--- src/rtl/rr_decode_arbiter_if.sv ---
// rtl/rr_decode_arbiter_if.sv - request/grant bundle between requesters and the round-robin arbiter
//
// Signals:
//   req[3:0]     requester -> arbiter, req[i]=1 means requester i wants the resource
//   done         requester -> arbiter, current owner releases (ignored with no grant)
//   gnt[3:0]     arbiter -> requesters, one-hot grant, zero when idle
//   gnt_idx[1:0] arbiter -> requesters, binary owner index, holds last owner when idle
//   gnt_valid    arbiter -> requesters, a grant is active
//   timeout      arbiter -> requesters, one-cycle pulse after a forced release
// Modports: master = requester side, slave = arbiter side.

interface rr_decode_arbiter_if;
    logic [3:0] req;
    logic       done;
    logic [3:0] gnt;
    logic [1:0] gnt_idx;
    logic       gnt_valid;
    logic       timeout;

    modport master (
        output req,
        output done,
        input  gnt,
        input  gnt_idx,
        input  gnt_valid,
        input  timeout
    );

    modport slave (
        input  req,
        input  done,
        output gnt,
        output gnt_idx,
        output gnt_valid,
        output timeout
    );
endinterface

--- src/rtl/rr_decode_arbiter.sv ---
// rtl/rr_decode_arbiter.sv - 4-requester round-robin arbiter with hold timeout and one-hot grant decode
//
// Parameters:
//   MAX_HOLD  maximum cycles one grant may last before forced release (1..255)
// Ports:
//   clk   system clock, rising-edge active
//   rst   asynchronous active-high reset
//   bus   rr_decode_arbiter_if.slave: req/done in, gnt/gnt_idx/gnt_valid/timeout out

module rr_decode_arbiter #(
    parameter int MAX_HOLD = 8
) (
    input logic                 clk,
    input logic                 rst,
    rr_decode_arbiter_if.slave  bus
);

    localparam logic [0:0] IDLE  = 1'b0;
    localparam logic [0:0] GRANT = 1'b1;

    localparam logic [7:0] HOLD_LAST = 8'(MAX_HOLD - 1);

    logic [0:0] state;
    logic [1:0] last;
    logic [1:0] gnt_idx;
    logic       gnt_valid;
    logic       timeout;
    logic [7:0] hold_cnt;

    logic [1:0] arb_base;
    logic [1:0] win_idx;
    logic       win_found;
    logic       owner_req;
    logic       hold_expired;
    logic       release_grant;

    // While granting, the owner being released becomes the new "last",
    // so the search base is the owner itself; when idle it is the stored last.
    always_comb begin
        arb_base = (state == GRANT) ? gnt_idx : last;
    end

    // Scan from base+4 (the base itself, lowest priority) down to base+1
    // (highest priority); the final hit therefore is the highest-priority one.
    always_comb begin
        logic [1:0] cand;
        cand      = '0;
        win_found = 1'b0;
        win_idx   = arb_base;
        for (int k = 4; k >= 1; k--) begin
            cand = arb_base + 2'(k);
            if (bus.req[cand]) begin
                win_found = 1'b1;
                win_idx   = cand;
            end
        end
    end

    always_comb begin
        owner_req     = bus.req[gnt_idx];
        hold_expired  = (hold_cnt == HOLD_LAST);
        release_grant = bus.done || !owner_req || hold_expired;
    end

    always_ff @(posedge clk or posedge rst) begin
        if (rst) begin
            state     <= IDLE;
            last      <= 2'd3;
            gnt_idx   <= 2'd0;
            gnt_valid <= 1'b0;
            timeout   <= 1'b0;
            hold_cnt  <= 8'd0;
        end else begin
            timeout <= 1'b0;
            if (state == IDLE) begin
                if (win_found) begin
                    gnt_idx   <= win_idx;
                    gnt_valid <= 1'b1;
                    hold_cnt  <= 8'd0;
                    state     <= GRANT;
                end
            end else begin
                if (release_grant) begin
                    last     <= gnt_idx;
                    hold_cnt <= 8'd0;
                    // Timeout is only flagged when it is the sole reason for release.
                    timeout  <= hold_expired && !bus.done && owner_req;
                    if (win_found) begin
                        gnt_idx <= win_idx;
                    end else begin
                        gnt_valid <= 1'b0;
                        state     <= IDLE;
                    end
                end else begin
                    hold_cnt <= hold_cnt + 8'd1;
                end
            end
        end
    end

    assign bus.gnt       = gnt_valid ? (4'b0001 << gnt_idx) : 4'b0000;
    assign bus.gnt_idx   = gnt_idx;
    assign bus.gnt_valid = gnt_valid;
    assign bus.timeout   = timeout;

endmodule

--- src/flat_wrapper.sv ---
// flat-port wrapper written by rule: the top's interface ports become plain ports
module rr_decode_arbiter_flat 
#(
    parameter int MAX_HOLD = 8
)
  (clk, rst, bus_req, bus_done, bus_gnt, bus_gnt_idx, bus_gnt_valid, bus_timeout);
  rr_decode_arbiter_if bus_i ();
  input logic clk;
  input logic rst;
  input wire logic [$bits(bus_i.req)-1:0] bus_req;
  input wire logic [$bits(bus_i.done)-1:0] bus_done;
  output wire logic [$bits(bus_i.gnt)-1:0] bus_gnt;
  output wire logic [$bits(bus_i.gnt_idx)-1:0] bus_gnt_idx;
  output wire logic [$bits(bus_i.gnt_valid)-1:0] bus_gnt_valid;
  output wire logic [$bits(bus_i.timeout)-1:0] bus_timeout;
  assign bus_i.req = bus_req;
  assign bus_i.done = bus_done;
  assign bus_gnt = bus_i.gnt;
  assign bus_gnt_idx = bus_i.gnt_idx;
  assign bus_gnt_valid = bus_i.gnt_valid;
  assign bus_timeout = bus_i.timeout;
  rr_decode_arbiter #(.MAX_HOLD(MAX_HOLD)) u_core (.clk(clk), .rst(rst), .bus(bus_i));
endmodule
--- config.mk ---
export PLATFORM = sky130hd
export DESIGN_NAME = rr_decode_arbiter_flat
export DESIGN_NICKNAME = d
export VERILOG_FILES = /design/src/rtl/rr_decode_arbiter_if.sv /design/src/rtl/rr_decode_arbiter.sv /design/src/flat_wrapper.sv
export SDC_FILE = /design/constraint.sdc
export NUM_CORES = 1
export LEC_CHECK = 0
export CORE_MARGIN = 3
export CORE_UTILIZATION = 35
export DETAILED_ROUTE_END_ITERATION = 12
export PLACE_DENSITY = 0.52
export SYNTH_ARGS = -nofsm -noshare
export SYNTH_HDL_FRONTEND = slang
export SYNTH_SLANG_ARGS = --single-unit
--- constraint.sdc ---
create_clock -name clk -period 5.4 [get_ports clk]
set_clock_uncertainty 0.15 [all_clocks]
set_input_delay 0.54 -clock clk [delete_from_list [all_inputs] [get_ports clk]]
set_output_delay 0.54 -clock clk [all_outputs]
set_load 0.01 [all_outputs]
; Yosys cells after proc, flatten, opt, wreduce, memory -nomap -nowiden
; Index checks and enable logic that the tools add are counted.
[word_totals]
ff_bits = 15
in_bits = 7
wordCells = 62
[op_classes]
n_addsub = 4
magnitude_cmp = 5
n_eq_ne = 3
n_shift = 1
n_mux = 34
n_reduce_logical = 9
[op_table]
columns = operator, count
row1 = $mux W8, 3
row2 = $mux W1, 18
row3 = $lt A2 B3 Y1 const B, 5
row4 = $mux W2, 7
row5 = $bmux W1 S2, 5
row6 = $add A8 B1 Y8 const B, 1
row7 = $eq A8 B3 Y1 const B, 1
row8 = $add A2 B2 Y2 const B, 2
row9 = $mux W4, 1
row10 = $ne A2 B2 Y1 const B, 2
row11 = $shl A1 B2 Y4 const A, 1
row12 = $reduce_and A3 Y1, 1
row13 = $add A2 B1 Y2 const B, 1
row14 = $logic_and A1 B1 Y1, 2
row15 = $logic_not A1 Y1, 2
row16 = $logic_or A1 B1 Y1, 2
row17 = $reduce_and A2 Y1, 1
row18 = $reduce_bool A2 Y1, 1

; Depth between registers and ports, before layout
; Gate-level depths: netlist (run 1).
[logic_depth]
word_depth = 10
mapped_depth = 6

; Worst setup path after synthesis (run 1)
; Ideal clock, no wire load.
[synth_path]
kind = reg2reg
startpoint = register u_core.gnt_idx[1], in the netlist u_core.bus.gnt_idx[1]
endpoint = register u_core.gnt_idx[0], in the netlist u_core.bus.gnt_idx[0]
setup_ps = 125
arrival_ps = 1729
path_slack_ps = 3396
path_stages_with_launch = 6
path_buffers = 1
path_cell_list = dfrtp_1 buf_2 mux2i_1 mux2_2 a221o_1 mux2_2
[synth_between]
elab_chain_len = 10
word_cells_on_any_way = 28
cone_classes = add/sub: 3 / eq/ne: 1 / mux: 21 / reduce/logical: 3
[synth_rtl]
columns = item, line_no
row1 = start: declaration, rr_decode_arbiter.sv:25  ; logic [1:0] gnt_idx;
row2 = start signal: assignment, rr_decode_arbiter.sv:77  ; gnt_idx <= win_idx;
row3 = start signal: assignment, rr_decode_arbiter.sv:89  ; gnt_idx <= win_idx;
row4 = $mux W2, rr_decode_arbiter.sv:40  ; arb_base = (state == GRANT) ? gnt_idx : last;
row5 = $add A2 B2 Y2 or $bmux W1 S2 (tied branches), "rr_decode_arbiter.sv:51, rr_decode_arbiter.sv:52"
row6 = $bmux W1 S2 or $mux W1 (tied branches), rr_decode_arbiter.sv:52  ; if (bus.req[cand]) begin
row7 = $mux W1 (implied by the code), rr_decode_arbiter.sv:52
row8 = $mux W2 or $mux W1 (tied branches) (3 in series), rr_decode_arbiter.sv:52
row9 = $mux W2, "rr_decode_arbiter.sv:76, rr_decode_arbiter.sv:88"
row10 = $mux W2, rr_decode_arbiter.sv:83  ; if (release_grant) begin
row11 = $mux W2, rr_decode_arbiter.sv:75  ; if (state == IDLE) begin
; Several ways; a longest one is shown, not always the timed one. The select of a mux whose other input is x is not followed.
; A chain may end at the register's enable or synchronous reset.

; Final worst setup path (run 1)
[layout_path]
startpoint = register u_core.gnt_idx[1], in the netlist u_core.bus.gnt_idx[1]
endpoint = output port bus_gnt[0]
[layout_between]
elab_chain_len = 2
[layout_rtl]
columns = item, line_no
row1 = $shl A1 B2 Y4, rr_decode_arbiter.sv:101  ; assign bus.gnt = gnt_valid ? (4'b0001 << gnt_idx) : 4'b0000;
row2 = $mux W4, rr_decode_arbiter.sv:101
row3 = end: declaration, flat_wrapper.sv:12  ; output wire logic [$bits(bus_i.gnt)-1:0] bus_gnt;
; Every way passes these cells.

==> metrics.md, run 1 <==
| Metric | Value |
|---|---|
| Worst EP required | 4.71 ns |
| Die ar. | 0.00344 sq mm |
| Ys Warns | 0 |
| TritonCTS buffer count | 3 |
| Setup TNS | 0 ns |
| Drt pass-1 iters | 4 |
| Leakage | 0.506 nW |
| GRT Util Overall | 12.4% |
| Synth area leader | dfrtp_1 |
| Antenna violations before repair | 0 |
| Worst setup SP type | flip-flop |
| Synth Cell Area | 970 sq um |
| Area growth syn-to-layout | 16.9% |
| Number of max-cap violations | 0 |
| CP max stage delay | 0.57 ns |
| Placeable Area | 0.00254 sq mm |
| Sequential area share after synthesis | 39.0% |
| Worst Path Max Fanout | 10 |
| Skew-Pair Late Insertion Delay | 0.28 ns |
| Synth top area share | 33.5% |
| Psw | 0.155 mW |
| Post-Synthesis Cells | 93 |
| Synth top area cells | dfrtp_1 34%, mux2_2 9.3%, dfstp_2 5.4% |
| Antenna Cells | 0 |
| Max Buffers Root-to-Sink | 2 |
| P_int | 0.283 mW |
| Comb power frac | 44.9% |
| Detailed placement HPWL | 1480 um |
| # fillers | 251 |
| Placed cell areas | 0.00111 sq mm |
| Die Width | 58.6 um |
| Critical path class | reg2out |
| Hold Path Class | reg2reg |
| Syn Nets | 101 |
| Post-DRT Antenna Nets | 0 |
| Worst path cell trace | nor3b_1 -> clkdlybuf4s50_1 |
| CTS tree | built |
| Cell family with most CP delay | buffers and inverters |
| Root Driver | clkbuf_4 |
| Number of H-tree levels | 1 |
| Power Density | 386 mW/mm^2 |
| Global route overflow | 0 |
| I/O pins | 15 |
| Global-route wire length before repair | 3260 um |
| Seq cells post-synth | 15 |
| Hold_buf cts | 0 |
| Initial core utilization | 38.1% |
| Syn avg cell area | 10.4 sq um |
| Gpl congestion | 0.766 |
| Total Wirelength | 1960 um |
| Post-CTS Setup Bufs | 0 |
| DR WL/cell | 14.5 um |
| Max Slew Vio Count | 0 |
| Final Cycle Share | 41.8% |
| Final hold vios | 0 |
| Largest net degree at the start of global routing | 16 |
| Clk pwr share | 14.5% |
| Post-synth cell types | 39 |
| Status | finished clean |
| Slew margin rel. | 62.2% |
| Worst-path clk slew | 0.09 ns |
| RSZ-0062 raised after global routing | no |
| Endpoints failing setup | 0 |
| Sequential share of power | 40.6% |
| Critical path data arrival time | 1.57 ns |
| CP max stage cell | clkdlybuf4s50_1 |
| Remaining DRCs | 0 |
| Port-buffer cells | 14 |
| Chip height | 58.6 um |
| DR iter-0 viols | 22 |
| Fin crit period | 2.26 ns |
| Final Instance Area | 0.00113 sq mm |
| Num rows | 18 |
| TritonCTS sink count | 15 |
| Hold Slack | 0.404 ns |
| Post-cts sizing count | 0 |
| CP bufs+invs | 1 |
| Sw frac | 35.4% |
| Type of destination of the critical path | primary output |
| Via count | 752 |
| Layout Nets | 114 |
| Via density | 5.57 |
| Maximum VDD drop | 0.195 mV |
| Slew @ Worst Pin | 0.566 ns |
| Share of layout cells above drive strength 1 | 19.0% |
| Fmax | 0.443 GHz |
| Vias in the first global route | 692 |
==> kinds of logic (layout without fill, tap and decap cells) <==
family | after synthesis | in the layout | synth area share (%)
AO/OA/AOI/OAI | 23 | 23 | 21.0
adder cells (fa/ha/maj) | 1 | 1 | 1.29
buffers and inverters | 9 | 21 | 5.29
flip-flops | 15 | 15 | 39.0
multiplexers | 10 | 10 | 11.4
AND/OR/NAND/NOR | 35 | 35 | 22.1
==> Yosys cell counts, drive strengths merged <==
cell type	count
buf	5
o31ai	4
mux2	8
mux2i	2
a22o	2
dfstp	2
nor2	5
o21ba	1
a22oi	1
nor3	4
and3b	1
o2bb2ai	2
a21oi	2
nand2b	1
a21o	2
inv	3
dfrtp	13
or4	2
ha	1
nor4	1
o21ai	2
and3	4
nand3	2
a221o	1
or2	1
o311ai	2
nor4b	2
o22a	1
nor3b	3
nor2b	4
o21a	2
clkbuf	1
nand2	5
a211oi	1
==> worst reg2reg max path, stage by stage, from the launching register on <==
cell and delay, ns:
dfrtp_1 0.52, mux2i_1 0.47, mux2_2 0.39, a221o_1 0.29, mux2_2 0.26
==> placed cells by master (no fill, tap or decap), types with 3 or more instances in the layout <==
cell type / instances
clkbuf_4: 3
nor2b_1: 4
nor2_1: 4
o31ai_1: 3
nor3_1: 4
clkdlybuf4s50_1: 14
inv_1: 3
dfrtp_1: 13
mux2_2: 8
and3_1: 4
nand2_1: 5
nor3b_1: 3
==> power by group through the flow <==
stage	registers (mW)	clock network, mW	logic [mW]
after global routing	0.182	0.0745	0.212
after detailed placement	0.181	0	0.197
after global placement	0.179	0	0.195
after floorplan	0.164	0	0.151
after CTS	0.178	0.0687	0.198
final	0.178	0.0635	0.196
==> state kept, by name, indices dropped and copies added, names as in the netlist <==
name,count
u_core.hold_cnt,8
u_core.bus.gnt_idx,2
u_core.last,2
u_core.bus.gnt_valid,1
u_core.bus.timeout,1
u_core.state,1
==> path summary, 6_finish.rpt <==
check / endpoint / from / depth (start not counted) / slack, ns
worst max-delay path: bus_gnt[0] / u_core.bus.gnt_idx[1] / 2 / 3.14
worst min-delay path: u_core.hold_cnt[1] / u_core.hold_cnt[1] / 1 / 0.40
worst max register to register: u_core.bus.gnt_idx[0] / u_core.state / 4 / 3.22
worst min register to register: u_core.hold_cnt[1] / u_core.hold_cnt[1] / 1 / 0.40
max in group asynchronous: u_core.last[1] / rst / 2 / 4.27
min in group asynchronous: u_core.state / rst / 2 / 0.45
==> metal layers <==
metal / up-vias / GRT usage, % / wire [um]
li1: 378 / - / -
met1: 359 / 18.2 / 1030
met2: 13 / 17.2 / 834
met3: 2 / 4.61 / 80
met4: 0 / 2.91 / 13
met5: - / 0 / 0
==> layout make-up <==
type	count	area [sq um]	area share (%)
clock buffer	4	26.3	2.32
inverter	3	11.3	0.993
sequential	15	378	33.3
tap	30	37.5	3.31
timing repair buffer	14	140	12.4
multi-input combinational	69	541	47.7
==> stage by stage <==
| step | setup WS [ns] | utilization (%) | power [mW] | std cells |
|---|---|---|---|---|
| after global placement | 2.91 | 43.5 | 0.374 | 131 |
| after CTS | 3.11 | 44.5 | 0.445 | 135 |
| after global routing | 3.03 | 44.5 | 0.469 | 135 |
| final | 3.14 | 44.5 | 0.438 | 135 |
| after floorplan | 3.40 | - | 0.314 | 93 |
| after detailed placement | 2.90 | 43.5 | 0.378 | 131 |
No activity file was read; power rests on OpenSTA's default activity.
==> run 2, diff against run 1 <==
==> constraint.sdc (replaced) <==
create_clock -name clk -period 2.35 [get_ports clk]
set_clock_uncertainty 0.15 [all_clocks]
set_input_delay 0.235 -clock clk [delete_from_list [all_inputs] [get_ports clk]]
set_output_delay 0.235 -clock clk [all_outputs]
set_load 0.01 [all_outputs]
==> run 2 against run 1 <==
Effect of this change: via count shrank 1.3%; clock power rose by 140%; final area increased by 3.4%; sequential power is 120% higher; combinational power grew to 2.6 times the previous value; core utilization grew 1.5 points; routed wire length down 0.46%; total power up 140%; critical path depth grew 1; worst setup slack got worse by 2.8 ns; register-to-register slack got worse by 2.9 ns; highest routed layer unchanged.
==> metrics.md, run 2 (synthesized netlist as in run 1, its figures left out) <==
| Metric | Value |
|---|---|
| Status | finished clean |
| Pwr Total | 1.05 mW |
| Die Width | 58.6 um |
| Psw | 0.373 mW |
| I/O pins | 15 |
| Post-CTS Setup Bufs | 0 |
| Antenna violations before repair | 0 |
| Post-DRT Antenna Nets | 0 |
| Critical path class | reg2out |
| Initial core utilization | 38.1% |
| RSZ-0062 raised after global routing | no |
| GR Util met2 | 19.0% |
| Root Driver | clkbuf_4 |
| Global-route wire length before repair | 3430 um |
| GRT Util Overall | 13.5% |
| Detailed placement HPWL | 1520 um |
| Hold_buf cts | 0 |
| Fmax | 0.501 GHz |
| Skew-Pair Late Insertion Delay | 0.29 ns |
| Max Buffers Root-to-Sink | 2 |
| Type of destination of the critical path | primary output |
| Gpl congestion | 0.764 |
| Slew margin rel. | 62.9% |
| CTS tree | built |
| Final Cycle Share | 84.9% |
| Placeable Area | 0.00254 sq mm |
| Power Density | 898 mW/mm^2 |
| Most frequent cells in the layout | 14 x clkdlybuf4s50_1, 13 x dfrtp_1, 8 x mux2_2, 5 x nand2_1, 5 x buf_4 |
| Worst setup SP type | flip-flop |
| Number of max-cap violations | 0 |
| Number of H-tree levels | 1 |
| Hold Path Class | in2async |
| DR iter-0 viols | 19 |
| Total Wirelength | 1950 um |
| Clk pwr share | 14.3% |
| Most common cell after layout, fill and taps aside | clkdlybuf4s50_1 |
| DR WL/cell | 13.9 um |
| Vias in the first global route | 728 |
| Final hold vios | 0 |
| Share of layout cells above drive strength 1 | 23.6% |
| Num rows | 18 |
| Max Slew Vio Count | 0 |
| Worst Path Max Fanout | 8 |
| Biggest register | u_core.hold_cnt |
| Leakage | 0.532 nW |
| Critical path data arrival time | 1.61 ns |
| Met3 Track Usage GR | 4.61% |
| Top Registers | u_core.hold_cnt: 8 flops, u_core.bus.gnt_idx: 2 flops, u_core.last: 2 flops |
| Layout Nets | 119 |
| GRT busiest layer | met1 |
| Antenna Cells | 0 |
| # fillers | 247 |
| Setup TNS | 0 ns |
| Remaining DRCs | 0 |
| Die ar. | 0.00344 sq mm |
| Max FFs per register | 8 |
| Largest net degree at the start of global routing | 16 |
| Sequential share of power | 37.2% |
| Maximum VDD drop | 0.472 mV |
| P_int | 0.680 mW |
| Worst-path clk slew | 0.09 ns |
| Comb power frac | 48.5% |
| Chip height | 58.6 um |
| Fin crit period | 2.00 ns |
| Via count | 742 |
| Area growth syn-to-layout | 20.9% |
| Slew @ Worst Pin | 0.557 ns |
| Port-buffer cells | 14 |
| Via density | 5.30 |
| Sw frac | 35.5% |
| TritonCTS sink count | 15 |
| Endpoints failing setup | 0 |
| Worst EP required | 1.97 ns |
| Post-cts sizing count | 0 |
| Drt pass-1 iters | 4 |
| TritonCTS buffer count | 3 |
| Met1 usage | 19.1% |
| Global route overflow | 0 |
[run 2: path summary, 6_finish.rpt]
kind                                        from                   end  slack, ns  cells after the start
setup / recovery           u_core.bus.gnt_idx[0]            bus_gnt[0]       0.35                      3
hold / removal                               rst  u_core.bus.gnt_valid       0.13                      2
max in group asynchronous                    rst    u_core.hold_cnt[7]       1.55                      2
hold reg to reg               u_core.hold_cnt[7]    u_core.hold_cnt[7]       0.40                      1
min in group clk              u_core.hold_cnt[7]    u_core.hold_cnt[7]       0.40                      1
setup reg to reg              u_core.hold_cnt[3]    u_core.hold_cnt[0]       0.37                      5
[run 2: power groups by stage]
stage | clock network (mW) | logic (mW) | registers [mW]
after global placement | 0 | 0.508 | 0.397
after CTS | 0.155 | 0.514 | 0.391
after floorplan | 0 | 0.346 | 0.376
after global routing | 0.173 | 0.560 | 0.403
after detailed placement | 0 | 0.512 | 0.397
final | 0.151 | 0.510 | 0.392
[run 2: layout make-up]
type	count	area, sq um	area share (%)
Clock buffer	3	22.5	1.92
Clock inverter	1	5.00	0.427
Inverter	3	11.3	0.961
Multi-Input combinational cell	69	541	46.1
Sequential cell	15	378	32.2
Tap cell	30	37.5	3.20
Timing Repair Buffer	19	178	15.2
[run 2: metal layers]
layer	part of all wire [%]	wire length [um]
met5	0	0
met4	1.2	24
met1	54	1050
met2	41	789
met3	4.1	80
[run 2: critical path, stage by stage (launching register included)]
cell and delay (ns):
dfrtp_1 0.41, buf_4 0.17, nor3b_1 0.17, clkdlybuf4s50_1 0.57
[run 2: metrics by stage]
stage	instances	instance area, sq um	utilization (%)	setup WS, ns	hold WS [ns]
after floorplan	93	970	-	0.346	-0.0150
after global placement	136	1140	45.0	0.222	0.373
after detailed placement	136	1140	45.0	0.181	0.381
after CTS	140	1170	46.1	0.331	0.153
after global routing	140	1170	46.1	0.214	0.196
final	140	1170	46.1	0.354	0.128
==> run 3, diff against run 2 <==
==> constraint.sdc (replaced) <==
create_clock -name clk -period 1.95 [get_ports clk]
set_clock_uncertainty 0.15 [all_clocks]
set_input_delay 0.195 -clock clk [delete_from_list [all_inputs] [get_ports clk]]
set_output_delay 0.195 -clock clk [all_outputs]
set_load 0.01 [all_outputs]
==> run 3 against run 2 <==
Effect of this change: die area unchanged; sequential cell count unchanged; routed wire length increased by 12%; via count increased by 9.0%; critical endpoint is now u_core.hold_cnt[0]; highest routed layer unchanged.
==> metrics.md, run 3 (synthesized netlist as in run 1, its figures left out) <==
| Metric | Value |
|---|---|
| Status | finished clean |
| Place WS | -0.0965 ns |
| Max Buffers Root-to-Sink | 2 |
| Hold Path Class | in2async |
| Endpoints failing setup | 0 |
| Largest net degree at the start of global routing | 16 |
| Initial core utilization | 38.1% |
| Register area | 380 sq um |
| Placed cell areas | 0.00122 sq mm |
| Remaining DRCs | 0 |
| Worst setup SP type | flip-flop |
| Clk pwr share | 13.6% |
| Max Slew Vio Count | 0 |
| TritonCTS buffer count | 3 |
| Pwr Total | 1.33 mW |
| Antenna Cells | 0 |
| Via density | 5.36 |
| Slew @ Worst Pin | 0.596 ns |
| # fillers | 245 |
| Number of max-cap violations | 0 |
| Chip height | 58.6 um |
| Biggest register | u_core.hold_cnt |
| Critical path class | reg2reg |
| Num rows | 18 |
| Worst path cell trace | or4_4 -> o31ai_4 -> buf_4 -> nor2_2 -> mux2_2 |
| Placeable Area | 0.00254 sq mm |
| Hold Slack | 0.118 ns |
| CTS tree | built |
| Global-route wire length before repair | 3700 um |
| Power Density | 1050 mW/mm^2 |
| Share of layout cells above drive strength 1 | 33.1% |
| Sequential share of power | 35.6% |
| Post-DRT Antenna Nets | 0 |
| Comb power frac | 50.8% |
| Via count | 809 |
| Leakage | 0.585 nW |
| Worst Path Max Fanout | 3 |
| TritonCTS sink count | 15 |
| Hold_buf cts | 0 |
| Worst EP required | 1.98 ns |
| Setup TNS | 0 ns |
| Die Width | 58.6 um |
| Maximum VDD drop | 0.637 mV |
| Layout Nets | 130 |
| Slew margin rel. | 60.2% |
| Detailed placement HPWL | 1660 um |
| Gpl congestion | 0.835 |
| CP bufs+invs | 1 |
| Drt pass-1 iters | 4 |
| Core Util, Final | 50.0% |
| Area growth syn-to-layout | 31.1% |
| Root Driver | clkbuf_4 |
| Multi-input gate area | 549 sq um |
| DR iter-0 viols | 38 |
| Dpl cells | 146 |
| Top Registers | u_core.hold_cnt: 8 flops, u_core.bus.gnt_idx: 2 flops, u_core.last: 2 flops |
| Total Wirelength | 2170 um |
| Worst-path clk slew | 0.09 ns |
| Fmax | 0.517 GHz |
| P_int | 0.873 mW |
| Final hold vios | 0 |
| RSZ-0062 raised after global routing | yes |
| GRT Util Overall | 13.9% |
| Vias in the first global route | 778 |
| Number of H-tree levels | 1 |
| DR WL/cell | 14.4 um |
| Port-buffer cells | 14 |
| Final Cycle Share | 99.3% |
| Final Instance Area | 0.00127 sq mm |
| Most frequent cells in the layout | 14 x buf_4, 13 x clkdlybuf4s50_1, 11 x dfrtp_1, 8 x mux2_2, 5 x nand2_1 |
| Max FFs per register | 8 |
| CP max stage cell | or4_4 |
| Psw | 0.461 mW |
| Global route overflow | 0 |
| Die ar. | 0.00344 sq mm |
| Type of destination of the critical path | flip-flop |
| Cell family with most CP delay | simple AND/OR/NAND/NOR gates |
| Antenna violations before repair | 0 |
| Most common cell after layout, fill and taps aside | buf_4 |
| CP max stage delay | 0.57 ns |
| Sw frac | 34.6% |
| I/O pins | 15 |
| Fin crit period | 1.94 ns |
| Skew-Pair Late Insertion Delay | 0.28 ns |
| Critical path data arrival time | 1.96 ns |
| Fin worst setup slack | 0.0140 ns |
| Non-filler cells, final | 151 |
-- run 3: cell types whose count changed in the layout (fill, tap and decap cells not counted) --
| cell | delta |
|---|---|
| o31ai_2 | +1 |
| dfrtp_2 | +2 |
| dfrtp_1 | -2 |
| dlygate4sd2_1 | +1 |
| clkinv_2 | -1 |
| mux2i_1 | -1 |
| buf_6 | +2 |
| mux2i_2 | +1 |
| buf_4 | +9 |
| clkbuf_1 | +1 |
| clkdlybuf4s50_1 | -1 |
| o31ai_1 | -1 |
-- run 3: layer usage --
| layer | vias to the layer above | share of wire [%] | global-route usage [%] |
|---|---|---|---|
| met5 | - | 0 | 0 |
| met4 | 0 | 0.55 | 2.27 |
| met3 | 2 | 4.0 | 5.04 |
| met2 | 14 | 46 | 19.8 |
| met1 | 385 | 49 | 20.5 |
| li1 | 408 | - | - |
-- run 3: path summary, 6_finish.rpt --
kind | slack, ns | endpoint | startpoint | depth (start not counted)
setup / recovery | 0.01 | u_core.hold_cnt[0] | u_core.hold_cnt[7] | 5
hold / removal | 0.12 | u_core.hold_cnt[4] | rst | 2
setup reg to reg | 0.01 | u_core.hold_cnt[0] | u_core.hold_cnt[7] | 5
hold reg to reg | 0.41 | u_core.hold_cnt[1] | u_core.hold_cnt[1] | 1
max in group asynchronous | 1.11 | u_core.bus.gnt_idx[0] | rst | 2
min in group clk | 0.41 | u_core.hold_cnt[1] | u_core.hold_cnt[1] | 1
-- run 3: cell type report --
type,instances,share of cell area [%]
inverters,3,0.886
clock buffers,4,2.07
repair buffers,30,21.0
well taps,30,2.95
flip-flops and latches,15,29.9
multi-input cells,69,43.2
-- run 3: power groups by stage --
stage | clock network, mW | logic (mW) | registers (mW)
after floorplan | 0 | 0.423 | 0.456
after global placement | 0 | 0.661 | 0.474
after detailed placement | 0 | 0.664 | 0.476
after CTS | 0.187 | 0.663 | 0.468
after global routing | 0.206 | 0.739 | 0.490
final | 0.182 | 0.678 | 0.475
-- run 3: timing repair --
action,in CTS,in global routing
setup buffers,0,1
endpoints found under the hold margin,0,0
pin swaps,0,1
endpoints found under the setup margin,1,12
gates resized for setup,1,5
